$ cat config.mk
export PLATFORM = sky130hd
export DESIGN_NAME = alu_vote_ctrl
export DESIGN_NICKNAME = d
export VERILOG_FILES = /design/src/rtl/alu_vote_ctrl.sv
export SDC_FILE = /design/constraint.sdc
export NUM_CORES = 1
export LEC_CHECK = 0
export ABC_CLOCK_PERIOD_IN_PS = 2600
export BUFFER_PORTS_ARGS = -buffer_cell sky130_fd_sc_hd__buf_4
export CAP_MARGIN = 20
export CORE_MARGIN = 4
export CORE_UTILIZATION = 31
export CTS_BUF_LIST = sky130_fd_sc_hd__clkbuf_4 sky130_fd_sc_hd__clkbuf_8 sky130_fd_sc_hd__clkbuf_16
export CTS_CLUSTER_SIZE = 8
export DETAILED_ROUTE_END_ITERATION = 16
export HOLD_SLACK_MARGIN = 0.06
export SLEW_MARGIN = 10
export SYNTH_ARGS = -nofsm -noshare
export SYNTH_HDL_FRONTEND = slang
export SYNTH_SLANG_ARGS = --single-unit
$ cat constraint.sdc
create_clock -name clk -period 2.6 [get_ports clk]
set_clock_uncertainty 0.2 [all_clocks]
set_input_delay 0 -clock clk [delete_from_list [all_inputs] [get_ports clk]]
set_output_delay 0 -clock clk [all_outputs]
set_load 0.005 [all_outputs]
$ cat src/rtl/alu_vote_ctrl.sv
// alu_vote_ctrl
//   Sequencer and voter for a triplicated ALU. Accepts one operation over a
//   valid/ready request port, broadcasts registered operands to three ALU
//   replicas, captures their results, and votes on the 33-bit word
//   {zero, result}. It retries on total disagreement and returns the bitwise
//   2-of-3 majority over a valid/ready response port. It also keeps sticky
//   per-replica fault statistics.
//
// Ports
//   clk, reset                   clock, asynchronous active-low reset
//   req_valid/req_ready          request handshake
//   req_a, req_b, req_alucont    operands and ALU control code
//   alu_a, alu_b, alu_cont       registered operands to all replicas
//   alu_result_0..2, alu_zero_0..2  replica outputs
//   rsp_valid/rsp_ready          response handshake
//   rsp_result, rsp_zero         majority result and zero flag
//   rsp_fault, rsp_fail          single replica masked / no agreement
//   stat_clr                     synchronous clear of the statistics
//   fault_mask, fault_count      sticky odd-replica mask, saturating count
module alu_vote_ctrl #(
    parameter int MAX_RETRY = 2,
    parameter int CNT_W     = 8
) (
    input  logic             clk,
    input  logic             reset,
    input  logic             req_valid,
    output logic             req_ready,
    input  logic [31:0]      req_a,
    input  logic [31:0]      req_b,
    input  logic [2:0]       req_alucont,
    output logic [31:0]      alu_a,
    output logic [31:0]      alu_b,
    output logic [2:0]       alu_cont,
    input  logic [31:0]      alu_result_0,
    input  logic [31:0]      alu_result_1,
    input  logic [31:0]      alu_result_2,
    input  logic             alu_zero_0,
    input  logic             alu_zero_1,
    input  logic             alu_zero_2,
    output logic             rsp_valid,
    input  logic             rsp_ready,
    output logic [31:0]      rsp_result,
    output logic             rsp_zero,
    output logic             rsp_fault,
    output logic             rsp_fail,
    input  logic             stat_clr,
    output logic [2:0]       fault_mask,
    output logic [CNT_W-1:0] fault_count
);

    typedef enum logic [1:0] {IDLE, EXEC, VOTE, RESP} state_t;

    state_t      state;
    state_t      state_nxt;
    logic [2:0]  retry;
    logic [32:0] word_0_p1;
    logic [32:0] word_1_p1;
    logic [32:0] word_2_p1;

    function automatic logic [32:0] majority(input logic [32:0] x, input logic [32:0] y,
                                             input logic [32:0] z);
        return (x & y) | (x & z) | (y & z);
    endfunction

    function automatic logic [CNT_W-1:0] sat_inc(input logic [CNT_W-1:0] c);
        return (&c) ? c : c + CNT_W'(1);
    endfunction

    logic        eq01;
    logic        eq02;
    logic        eq12;
    logic        all_eq;
    logic        none_eq;
    logic        two_eq;
    logic [2:0]  odd_mask;
    logic        retry_left;
    logic [32:0] maj_word;

    assign eq01       = (word_0_p1 == word_1_p1);
    assign eq02       = (word_0_p1 == word_2_p1);
    assign eq12       = (word_1_p1 == word_2_p1);
    assign all_eq     = eq01 & eq12;
    assign none_eq    = ~(eq01 | eq02 | eq12);
    assign two_eq     = ~all_eq & ~none_eq;
    // With exactly one equal pair, the replica outside that pair is the odd one.
    assign odd_mask   = eq01 ? 3'b100 : (eq02 ? 3'b010 : 3'b001);
    assign retry_left = (retry < 3'(MAX_RETRY));
    assign maj_word   = majority(word_0_p1, word_1_p1, word_2_p1);

    always_ff @(posedge clk or negedge reset) begin
        if (!reset) begin
            state <= IDLE;
        end else begin
            state <= state_nxt;
        end
    end

    always_comb begin
        state_nxt = state;
        case (state)
            IDLE: if (req_valid) state_nxt = EXEC;
            EXEC: state_nxt = VOTE;
            VOTE: state_nxt = (none_eq && retry_left) ? EXEC : RESP;
            RESP: if (rsp_ready) state_nxt = IDLE;
            default: state_nxt = IDLE;
        endcase
    end

    // req_ready is gated by reset so it reads low while reset is held.
    always_comb begin
        req_ready = (state == IDLE) && reset;
        rsp_valid = (state == RESP);
    end

    // Stage p0: operand issue and retry bookkeeping
    always_ff @(posedge clk or negedge reset) begin
        if (!reset) begin
            alu_a    <= '0;
            alu_b    <= '0;
            alu_cont <= '0;
            retry    <= '0;
        end else if (state == IDLE && req_valid) begin
            alu_a    <= req_a;
            alu_b    <= req_b;
            alu_cont <= req_alucont;
            retry    <= '0;
        end else if (state == VOTE && state_nxt == EXEC) begin
            retry    <= retry + 3'd1;
        end
    end

    // Stage p1: capture the replica words at the end of EXEC
    always_ff @(posedge clk or negedge reset) begin
        if (!reset) begin
            word_0_p1 <= '0;
            word_1_p1 <= '0;
            word_2_p1 <= '0;
        end else if (state == EXEC) begin
            word_0_p1 <= {alu_zero_0, alu_result_0};
            word_1_p1 <= {alu_zero_1, alu_result_1};
            word_2_p1 <= {alu_zero_2, alu_result_2};
        end
    end

    // Stage p2: response registers, loaded only on VOTE -> RESP
    always_ff @(posedge clk or negedge reset) begin
        if (!reset) begin
            rsp_result <= '0;
            rsp_zero   <= 1'b0;
            rsp_fault  <= 1'b0;
            rsp_fail   <= 1'b0;
        end else if (state == VOTE && state_nxt == RESP) begin
            rsp_result <= maj_word[31:0];
            rsp_zero   <= maj_word[32];
            rsp_fault  <= two_eq;
            rsp_fail   <= none_eq;
        end
    end

    // Statistics: every non-unanimous vote counts; a clear on the same edge wins.
    always_ff @(posedge clk or negedge reset) begin
        if (!reset) begin
            fault_mask  <= '0;
            fault_count <= '0;
        end else if (stat_clr) begin
            fault_mask  <= '0;
            fault_count <= '0;
        end else if (state == VOTE && !all_eq) begin
            fault_count <= sat_inc(fault_count);
            if (two_eq) fault_mask <= fault_mask | odd_mask;
        end
    end

endmodule

==> metrics.md, run 1 <==
| Metric | Value |
|---|---|
| Outcome | did not finish |
| Failed at | clock tree synthesis (4_1_cts) |
| Log Error | [ERROR RSZ-0060] Max buffer count reached. |
| Simple-gate area share of the yosys netlist | 14.5% |
| YS warnings | 0 |
| Top cells by area, synth | dfrtp_1 54%, ha_1 13%, mux2_2 11% |
| Setup Buffers After CTS | 7 |
| Most used DFF post-synth | dfrtp_1 |
| Synth Area in Adders | 12.6% |
| Initial Util | 31.6% |
| H-tree levels | 1 |
| Multiplexer share of the synthesized area | 15.8% |
| Largest area contributor in the netlist | dfrtp_1 |
| IO Port Bufs | 285 |
| GP Congestion | 0.804 |
| Post-synth ARST share | 100% |
| Syn Inst Count | 835 |
| Cell Area, Synth | 10000 µm² |
| Largest family of logic cells by synthesized area | multiplexers |
| Post-DP Area | 13200 µm² |
| Sink Count | 217 |
| Die height | 188 µm |
| Compound-Gate Fraction of Synth Area | 1.30% |
| Area share of the largest cell type after synthesis | 54.2% |
| #FFs+latches synth | 217 |
| Synth Area in XOR/XNOR | 0% |
| Cts repair resizes | 62 |
| Synth cell types | 35 |
| Longest Clk Path Bufs | 3 |
| Root buffer cell | clkbuf_16 |
| DP HPWL | 21.8 mm |
| Cts bufs inserted | 31 |
| Post-synthesis sequential area ratio | 54.2% |
| Net Count, Synth | 1107 |
| Die Span X | 188 µm |
| Post-synth EDFFs | 0 |
| Synthesized area per cell | 12.0 µm² |
| Hold buffers post-CTS | 321 |
| IO Pins | 286 |
| Site row count | 65 |
==> metrics by stage <==
step                utilization, %  std cells  setup TNS [ns]  setup slack (ns)  hold slack [ns]
detailed placement            41.6       1560           -6.51            -0.219           -0.227
global placement              41.6       1560           -6.67            -0.185           -0.226
floorplan                        -        835               0             0.119           -0.496
==> synth_stat cells, types with 7 or more instances <==
library cell	instances
nor4_1	23
nand2_1	210
a21oi_1	10
mux2_2	102
or3_1	36
nand4_1	9
mux2_1	37
nor2b_1	8
ha_1	101
dfrtp_1	217
buf_2	7
nor2_1	13
clkbuf_1	25
==> cell families after synthesis <==
kind of cell | count (synthesis)
flops | 217
compound gates | 19
buf+inv | 37
fa+ha+maj | 101
simple gates | 320
mux | 141
==> inputs of run 2 (changes only) <==
==> config.mk (replaced) <==
export PLATFORM = sky130hd
export DESIGN_NAME = alu_vote_ctrl
export DESIGN_NICKNAME = d
export VERILOG_FILES = /design/src/rtl/alu_vote_ctrl.sv
export SDC_FILE = /design/constraint.sdc
export NUM_CORES = 1
export LEC_CHECK = 0
export ABC_CLOCK_PERIOD_IN_PS = 3400
export BUFFER_PORTS_ARGS = -buffer_cell sky130_fd_sc_hd__buf_4
export CAP_MARGIN = 20
export CORE_MARGIN = 4
export CORE_UTILIZATION = 20
export DETAILED_ROUTE_END_ITERATION = 16
export PLACE_DENSITY_LB_ADDON = 0.15
export SLEW_MARGIN = 10
export SYNTH_ARGS = -nofsm -noshare
export SYNTH_HDL_FRONTEND = slang
export SYNTH_SLANG_ARGS = --single-unit
==> constraint.sdc (replaced) <==
create_clock -name clk -period 3.4 [get_ports clk]
set_clock_uncertainty 0.2 [all_clocks]
set_input_delay 0 -clock clk [delete_from_list [all_inputs] [get_ports clk]]
set_output_delay 0 -clock clk [all_outputs]
set_load 0.005 [all_outputs]
==> run 2 against run 1 <==
Compared with the run above: the run now ends clean; synthesized cell count unchanged; area after synthesis is the same.
==> metrics.md, run 2 <==
| Metric | Value |
|---|---|
| Outcome | completed |
| Register share of total power | 35.3% |
| Least-Margin Pin Slew | 0.821 ns |
| Req. time, crit path | 3.67 ns |
| Design Power | 0.0136 W |
| Combinational Power Share | 42.8% |
| Post-detailed-route wirelength per cell | 16.8 µm |
| Initial Util | 20.3% (-11 points) |
| Routed wire length | 36.2 mm |
| P&R area growth vs syn | 73.3% |
| Net Count, Synth | 1107 (unchanged) |
| Tmin final | 2.95 ns |
| Largest net degree at the start of global routing | 79 |
| Clock transition at path regs | 0.06 ns |
| Hold buffers post-CTS | 333 (+3.7%) |
| Startpoint Class | flop |
| Number of global-route vias before repair | 9686 |
| Root buffer cell | clkbuf_16 |
| Setup WS post-layout | 0.453 ns |
| Setup Buffers After CTS | 0 (-7) |
| Latest clock arrival within the worst-skew pair | 0.55 ns |
| Top routing layer used | met5 |
| Die height | 232 µm (+23%) |
| GP Congestion | 0.716 (-11%) |
| Syn Inst Count | 835 (unchanged) |
| Max Slew Vio Count | 0 |
| Final hold slack | 0.0315 ns |
| Max cap viols | 0 |
| CP arrival | 3.22 ns |
| Final period utilization | 86.7% |
| Crit Path Max Fanout | 3 |
| DRC | 0 |
| Largest regs | word_0_p1 (33), word_1_p1 (33), word_2_p1 (33) |
| Die outline area | 53700 µm² |
| Switching Share | 34.5% |
| GR Overflow Total | 0 |
| Total number of vias | 8653 |
| IO Pins | 286 (unchanged) |
| Synth cell types | 35 (unchanged) |
| Post-synthesis sequential area ratio | 54.2% (unchanged) |
| H-tree levels | 1 (unchanged) |
| Leak Pwr | 8.00 nW |
| Largest area contributor in the netlist | dfrtp_1 |
| Max-slew headroom | 45.2% |
| WS Path Type | flop to flop |
| Cts bufs inserted | 28 (-9.7%) |
| Vias per inst | 4.02 |
| Most used DFF post-synth | dfrtp_1 |
| Met1 wire length | 15.8 mm |
| Most common cell after layout, fill and taps aside | dlygate4sd3_1 |
| Crit path max-delay cell type | or4_4 |
| Most frequent cells in the layout | 332 x dlygate4sd3_1, 297 x buf_4, 217 x dfrtp_1, 210 x nand2_1, 102 x mux2_2 |
| TritonRoute pass-1 iters | 4 |
| Top cells by area, synth | dfrtp_1 54%, ha_1 13%, mux2_2 11% |
| DP HPWL | 24.8 mm (+14%) |
| Post-route setup TNS | 0 ns |
| Cts repair resizes | 0 (-100%) |
| Dpl ws | 0.380 ns (+0.599 ns) |
| Met3 wire length | 2.70 mm |
| All-Layer GR Usage | 13.4% |
| #FFs+latches synth | 217 (unchanged) |
| Clock network power share | 21.9% |
| Synthesized area per cell | 12.0 µm² (unchanged) |
| Cell Area, Synth | 10000 µm² (unchanged) |
| Area share of the largest cell type after synthesis | 54.2% (unchanged) |
| Commonest cells in the netlist | 217 x dfrtp_1, 210 x nand2_1, 102 x mux2_2 |
| Site row count | 81 (+25%) |
| Sink Count | 217 (unchanged) |
| CTS tree | done |
| NumNets Final | 1739 |
| Antenna violations before repair | 8 |
| IO Port Bufs | 285 (unchanged) |
| F_max | 339 MHz |
| Layout cells sized above 1 | 30.5% |
| Hold Fails Final Rpt | 0 |
| Die Span X | 232 µm (+23%) |
| Worst setup EP type | flop |
| Met2 routed WL | 17.0 mm |
| Longest Clk Path Bufs | 3 (unchanged) |
| Final setup viols | 0 |
| YS warnings | 0 (unchanged) |
| VDD IR max | 341 µV |
| Core Region | 49300 µm² |
| Crit path cell chain | ha_1 -> nor4_1 -> nand4_1 -> or4_4 -> or4_1 -> a21oi_1 |
| Post-synth ARST share | 100% (unchanged) |
| Unrepaired setup endpoints after global routing | no |
| Power Density | 786 nW/µm² |
| Slowest cell delay on critical path | 0.59 ns |
| Internal power | 0.00892 W |
| Post-synth EDFFs | 0 (unchanged) |
| Antenna Nets Post-Route | 0 |
| Top-count cell post-synth | dfrtp_1 |
| 1st-iter DRT viols | 238 |
| Psw | 0.00471 W |
| Hold Crit Class | input pin to flop |
| First-pass GRT wire length | 56.4 mm |
run 2: cell counts after synthesis:
Identical to the previous run, type by type.
run 2: layout make-up:
class	count	area [µm²]
diodes	3	7.51
fillers	4983	31900
clock inverters	7	88.8
clock buffers	43	828
flip-flops and latches	217	5430
well taps	664	831
inverters	4	15.0
repair buffers	635	5680
multi-input cells	581	4470
run 2: critical path, delay by kind of cell (launching register included):
kind            cells  cell delay [ns]
compound gates      1             0.16
flops               1             0.39
fa+ha+maj           1             0.31
simple gates        4             1.82
run 2: cells by family (layout without fill, tap and decap cells):
logic type,count (synthesis),count (layout),share of synthesized area (%)
flops,217,217,54.2
buf+inv,37,689,1.47
fa+ha+maj,101,101,12.6
simple gates,320,320,14.5
other cells,0,3,0
compound gates,19,19,1.30
mux,141,141,15.8
run 2: worst paths after layout:
path / from / to / slack [ns] / cells after the start
max: word_1_p1[28] / fault_mask[0] / 0.45 / 6
min: req_valid / retry[0] / 0.03 / 5
max reg2reg: word_1_p1[28] / fault_mask[0] / 0.45 / 6
min reg2reg: alu_a[31] / alu_a[31] / 0.28 / 2
max in group asynchronous: reset / alu_b[6] / 2.13 / 4
min in group asynchronous: reset / rsp_result[4] / 0.46 / 4
run 2: power groups by stage:
stage          Combinational (W)  Sequential (W)  Clock, W
2_1_floorplan            0.00291         0.00460         0
3_3_place_gp             0.00556         0.00482         0
3_5_place_dp             0.00559         0.00484         0
4_1_cts                  0.00603         0.00482   0.00314
5_1_grt                  0.00661         0.00500   0.00323
6_report                 0.00583         0.00481   0.00299
run 2: per-stage QoR:
stage               area [µm²]  cells  util (%)
floorplan                10000    835         -
global placement         13100   1768      26.5
detailed placement       13100   1768      26.5
CTS                      17300   2151      35.2
global route             17300   2152      35.2
finish                   17300   2154      35.2
run 2: metal layers:
layer	vias up	track usage [%]
met5	-	0
met4	10	2.76
met3	43	4.17
met2	227	22.7
met1	4192	17.0
li1	4181	-
Power figures use the tool's default switching activity.
==> inputs of run 3 (changes only) <==
--- a/config.mk
+++ b/config.mk
@@ -5,6 +5,7 @@
 export SDC_FILE = /design/constraint.sdc
 export NUM_CORES = 1
 export LEC_CHECK = 0
+export ABC_AREA = 1
 export ABC_CLOCK_PERIOD_IN_PS = 3400
 export BUFFER_PORTS_ARGS = -buffer_cell sky130_fd_sc_hd__buf_4
 export CAP_MARGIN = 20
==> run 3 against run 2 <==
Compared with the run above: clock-buffer cell count fell by 1; via count rose by 4.3%; largest power group unchanged; combinational power rose by 13%; highest routed layer unchanged; clock power rose by 7.4%; fmax rose by 4.2%; die area rose by 1.3%; global-route usage fell by 0.14 points.
==> metrics.md, run 3 <==
| Metric | Value |
|---|---|
| Psw | 0.00515 W (+9.5%) |
| Cts repair resizes | 0 (unchanged) |
| DRC | 0 (unchanged) |
| Antenna violations before repair | 8 (unchanged) |
| CP arrival | 3.12 ns (-0.10 ns) |
| Layout cells sized above 1 | 29.3% (-1.2 points) |
| Post-synth ARST share | 100% (unchanged) |
| Area of the multi-input gates | 4450 µm² (-0.34%) |
| Least-Margin Pin Slew | 0.845 ns (+0.0234 ns) |
| Simple-gate area share of the yosys netlist | 17.4% (+2.9 points) |
| Final period utilization | 83.1% (-3.5 points) |
| Net Count, Synth | 1220 (+10%) |
| Internal power | 0.00944 W (+5.8%) |
| H-tree levels | 1 (unchanged) |
| Max-slew headroom | 43.7% (-1.6 points) |
| Req. time, crit path | 3.70 ns (+0.03 ns) |
| Synth cell types | 32 (-8.6%) |
| Hold path depth | 3 (-2) |
| GP Congestion | 0.726 (+1.4%) |
| Tmin final | 2.83 ns (-0.120 ns) |
| P&R area growth vs syn | 73.6% |
| Routed wire length | 36.9 mm (+2.0%) |
| Total number of vias | 9029 (+4.3%) |
| NumNets Final | 1861 (+7.0%) |
| Largest net degree at the start of global routing | 100 (+27%) |
| IO Port Bufs | 285 (unchanged) |
| Cts bufs inserted | 28 (unchanged) |
| Setup WS post-layout | 0.573 ns (+0.120 ns) |
| First-pass GRT wire length | 56.2 mm (-0.21%) |
| Multiplexer share of the synthesized area | 11.0% (-4.9 points) |
| Sequential cell area | 5430 µm² (unchanged) |
| Root buffer cell | clkbuf_16 |
| Post-synthesis sequential area ratio | 53.5% (-0.74 points) |
| Antenna Nets Post-Route | 0 (unchanged) |
| Syn Inst Count | 948 (+14%) |
| Vias per inst | 3.94 (-1.9%) |
| Post-synth EDFFs | 0 (unchanged) |
| Unrepaired setup endpoints after global routing | no |
| Dpl ws | 0.471 ns (+0.0905 ns) |
| Most frequent cells in the layout | 350 x dlygate4sd3_1, 290 x buf_4, 277 x nand2_1, 217 x dfrtp_1, 101 x ha_1 |
| Hold Fails Final Rpt | 0 (unchanged) |
| Top-count cell post-synth | nand2_1 |
| Die Span X | 233 µm (+0.67%) |
| Crit Path Max Fanout | 33 (+30) |
| Core Region | 50200 µm² (+1.9%) |
| Hold buffers post-CTS | 351 (+5.4%) |
| Die height | 233 µm (+0.67%) |
| Largest area contributor in the netlist | dfrtp_1 |
| TritonRoute pass-1 iters | 4 (unchanged) |
| CTS tree | done |
| Compound-Gate Fraction of Synth Area | 2.48% (+1.2 points) |
| Synth Area in Adders | 12.5% (-0.17 points) |
| Area share of the largest cell type after synthesis | 53.5% (-0.74 points) |
| Post-route setup TNS | 0 ns (unchanged) |
| Top cells by area, synth | dfrtp_1 54%, ha_1 12%, mux2_2 11% |
| GR Overflow Total | 0 (unchanged) |
| Initial Util | 20.2% (-0.094 points) |
| Cell Area, Synth | 10100 µm² (+1.4%) |
| All-Layer GR Usage | 13.3% (-0.14 points) |
| Synthesized area per cell | 10.7 µm² (-11%) |
| Register share of total power | 33.0% (-2.3 points) |
| 1st-iter DRT viols | 321 (+35%) |
| F_max | 354 MHz (+4.2%) |
| Outcome | completed |
| Latest clock arrival within the worst-skew pair | 0.55 ns (about the same) |
| Leak Pwr | 8.48 nW (+6.1%) |
| Largest family of logic cells by synthesized area | simple AND/OR/NAND/NOR gates |
| WS Path Type | flop to flop |
| Worst Reg2Reg Path Length in Cells | 7 (+1) |
| Die outline area | 54400 µm² (+1.3%) |
| Clock transition at path regs | 0.06 ns (about the same) |
| Longest Clk Path Bufs | 3 (unchanged) |
| Synth Area in XOR/XNOR | 0.431% (+0.43 points) |
| Max Slew Vio Count | 0 (unchanged) |
| VDD IR max | 404 µV (+18%) |
| Combinational Power Share | 45.0% (+2.2 points) |
| Most common cell after layout, fill and taps aside | dlygate4sd3_1 |
| #FFs+latches synth | 217 (unchanged) |
| Largest regs | word_0_p1 (33), word_1_p1 (33), word_2_p1 (33) |
| IO Pins | 286 (unchanged) |
| Number of global-route vias before repair | 9616 (-0.72%) |
| # fillers | 5078 (+1.9%) |
| Commonest cells in the netlist | 279 x nand2_1, 217 x dfrtp_1, 101 x ha_1 |
| Site row count | 82 (+1.2%) |
| Max cap viols | 0 (unchanged) |
| Sink Count | 217 (unchanged) |
| YS warnings | 0 (unchanged) |
| Most used DFF post-synth | dfrtp_1 |
| Hold Crit Class | input pin to flop |
| Switching Share | 35.3% (+0.77 points) |
| Final setup viols | 0 (unchanged) |
| Setup Buffers After CTS | 0 (unchanged) |
| Power Density | 828 nW/µm² (+5.4%) |
| Worst setup EP type | flop |
| Post-detailed-route wirelength per cell | 16.1 µm (-4.0%) |
| DP HPWL | 25.3 mm (+1.8%) |
| Startpoint Class | flop |
| Clock network power share | 22.0% (about the same) |
-- run 3: changes by cell type in the layout (fill, tap and decap cells not counted), sizes merged, moves of 23 or more --
cell and delta:
inv +25, mux2 -40, nand2 +77, nor2 +50, nor3 +34, nor4 -23, o21ai +35, or3 -36
-- run 3: worst max-delay path: stages (launching register included) --
cell and delay (ns):
dfrtp_1 0.48, nor2_1 0.15, nand2_2 0.07, inv_2 0.49, nand2_1 0.16, dlygate4sd3_1 0.61, nand2_1 0.06, dlygate4sd3_1 0.53
-- run 3: worst paths after layout --
kind | slack [ns] | end | startpoint
worst max-delay path | 0.57 | alu_a[3] | state[0]
worst min-delay path | 0.03 | word_0_p1[1] | alu_result_0[1]
worst max register to register | 0.57 | alu_a[3] | state[0]
worst min register to register | 0.28 | rsp_fail | rsp_fail
max in group asynchronous | 2.15 | alu_a[31] | reset
min in group asynchronous | 0.46 | word_1_p1[25] | reset
-- run 3: kinds of logic (layout without fill, tap and decap cells) --
logic type | count (synthesis) | count (layout)
other | 0 | 7
xor gates and xnor gates | 5 | 5
DFF | 217 | 217
adders and majority gates | 101 | 101
buffers and inverters | 63 | 726
and+or+nand+nor | 421 | 421
muxes | 99 | 99
AOI/OAI and AO/OA | 42 | 42
-- run 3: stage by stage --
step           std cells  cell area (µm²)  total power (W)  hold WS (ns)  util (%)
2_1_floorplan        948            10100          0.00791        -0.496         -
3_3_place_gp        1880            13100           0.0106        -0.102      26.0
3_5_place_dp        1880            13100           0.0106        -0.107      26.0
4_1_cts             2283            17600           0.0149      0.000723      35.1
5_1_grt             2290            17600           0.0159        0.0120      35.1
6_report            2290            17600           0.0146        0.0306      35.1
-- run 3: area by class of cell --
| type | instances | area share, % |
|---|---|---|
| Timing Repair Buffer | 644 | 32.7 |
| Sequential cell | 217 | 30.8 |
| Multi-Input combinational cell | 668 | 25.3 |
| Clock buffer | 42 | 4.96 |
| Tap cell | 672 | 4.77 |
| Clock inverter | 10 | 0.724 |
| Inverter | 30 | 0.639 |
| Antenna cell | 7 | 0.0994 |
-- run 3: routing by layer --
| layer | vias up | track usage [%] | wire [µm] |
|---|---|---|---|
| met4 | 2 | 2.61 | 743 |
| met1 | 4324 | 16.9 | 16300 |
| li1 | 4456 | - | - |
| met3 | 47 | 3.88 | 2310 |
| met5 | - | 0 | 13 |
| met2 | 200 | 22.5 | 17500 |
-- run 3: power groups by stage --
stage	Combinational (W)	Clock, W	Sequential (W)
final	0.00656	0.00321	0.00482
after global routing	0.00745	0.00342	0.00499
after CTS	0.00673	0.00334	0.00483
after detailed placement	0.00579	0	0.00484
after global placement	0.00575	0	0.00483
after floorplan	0.00331	0	0.00461
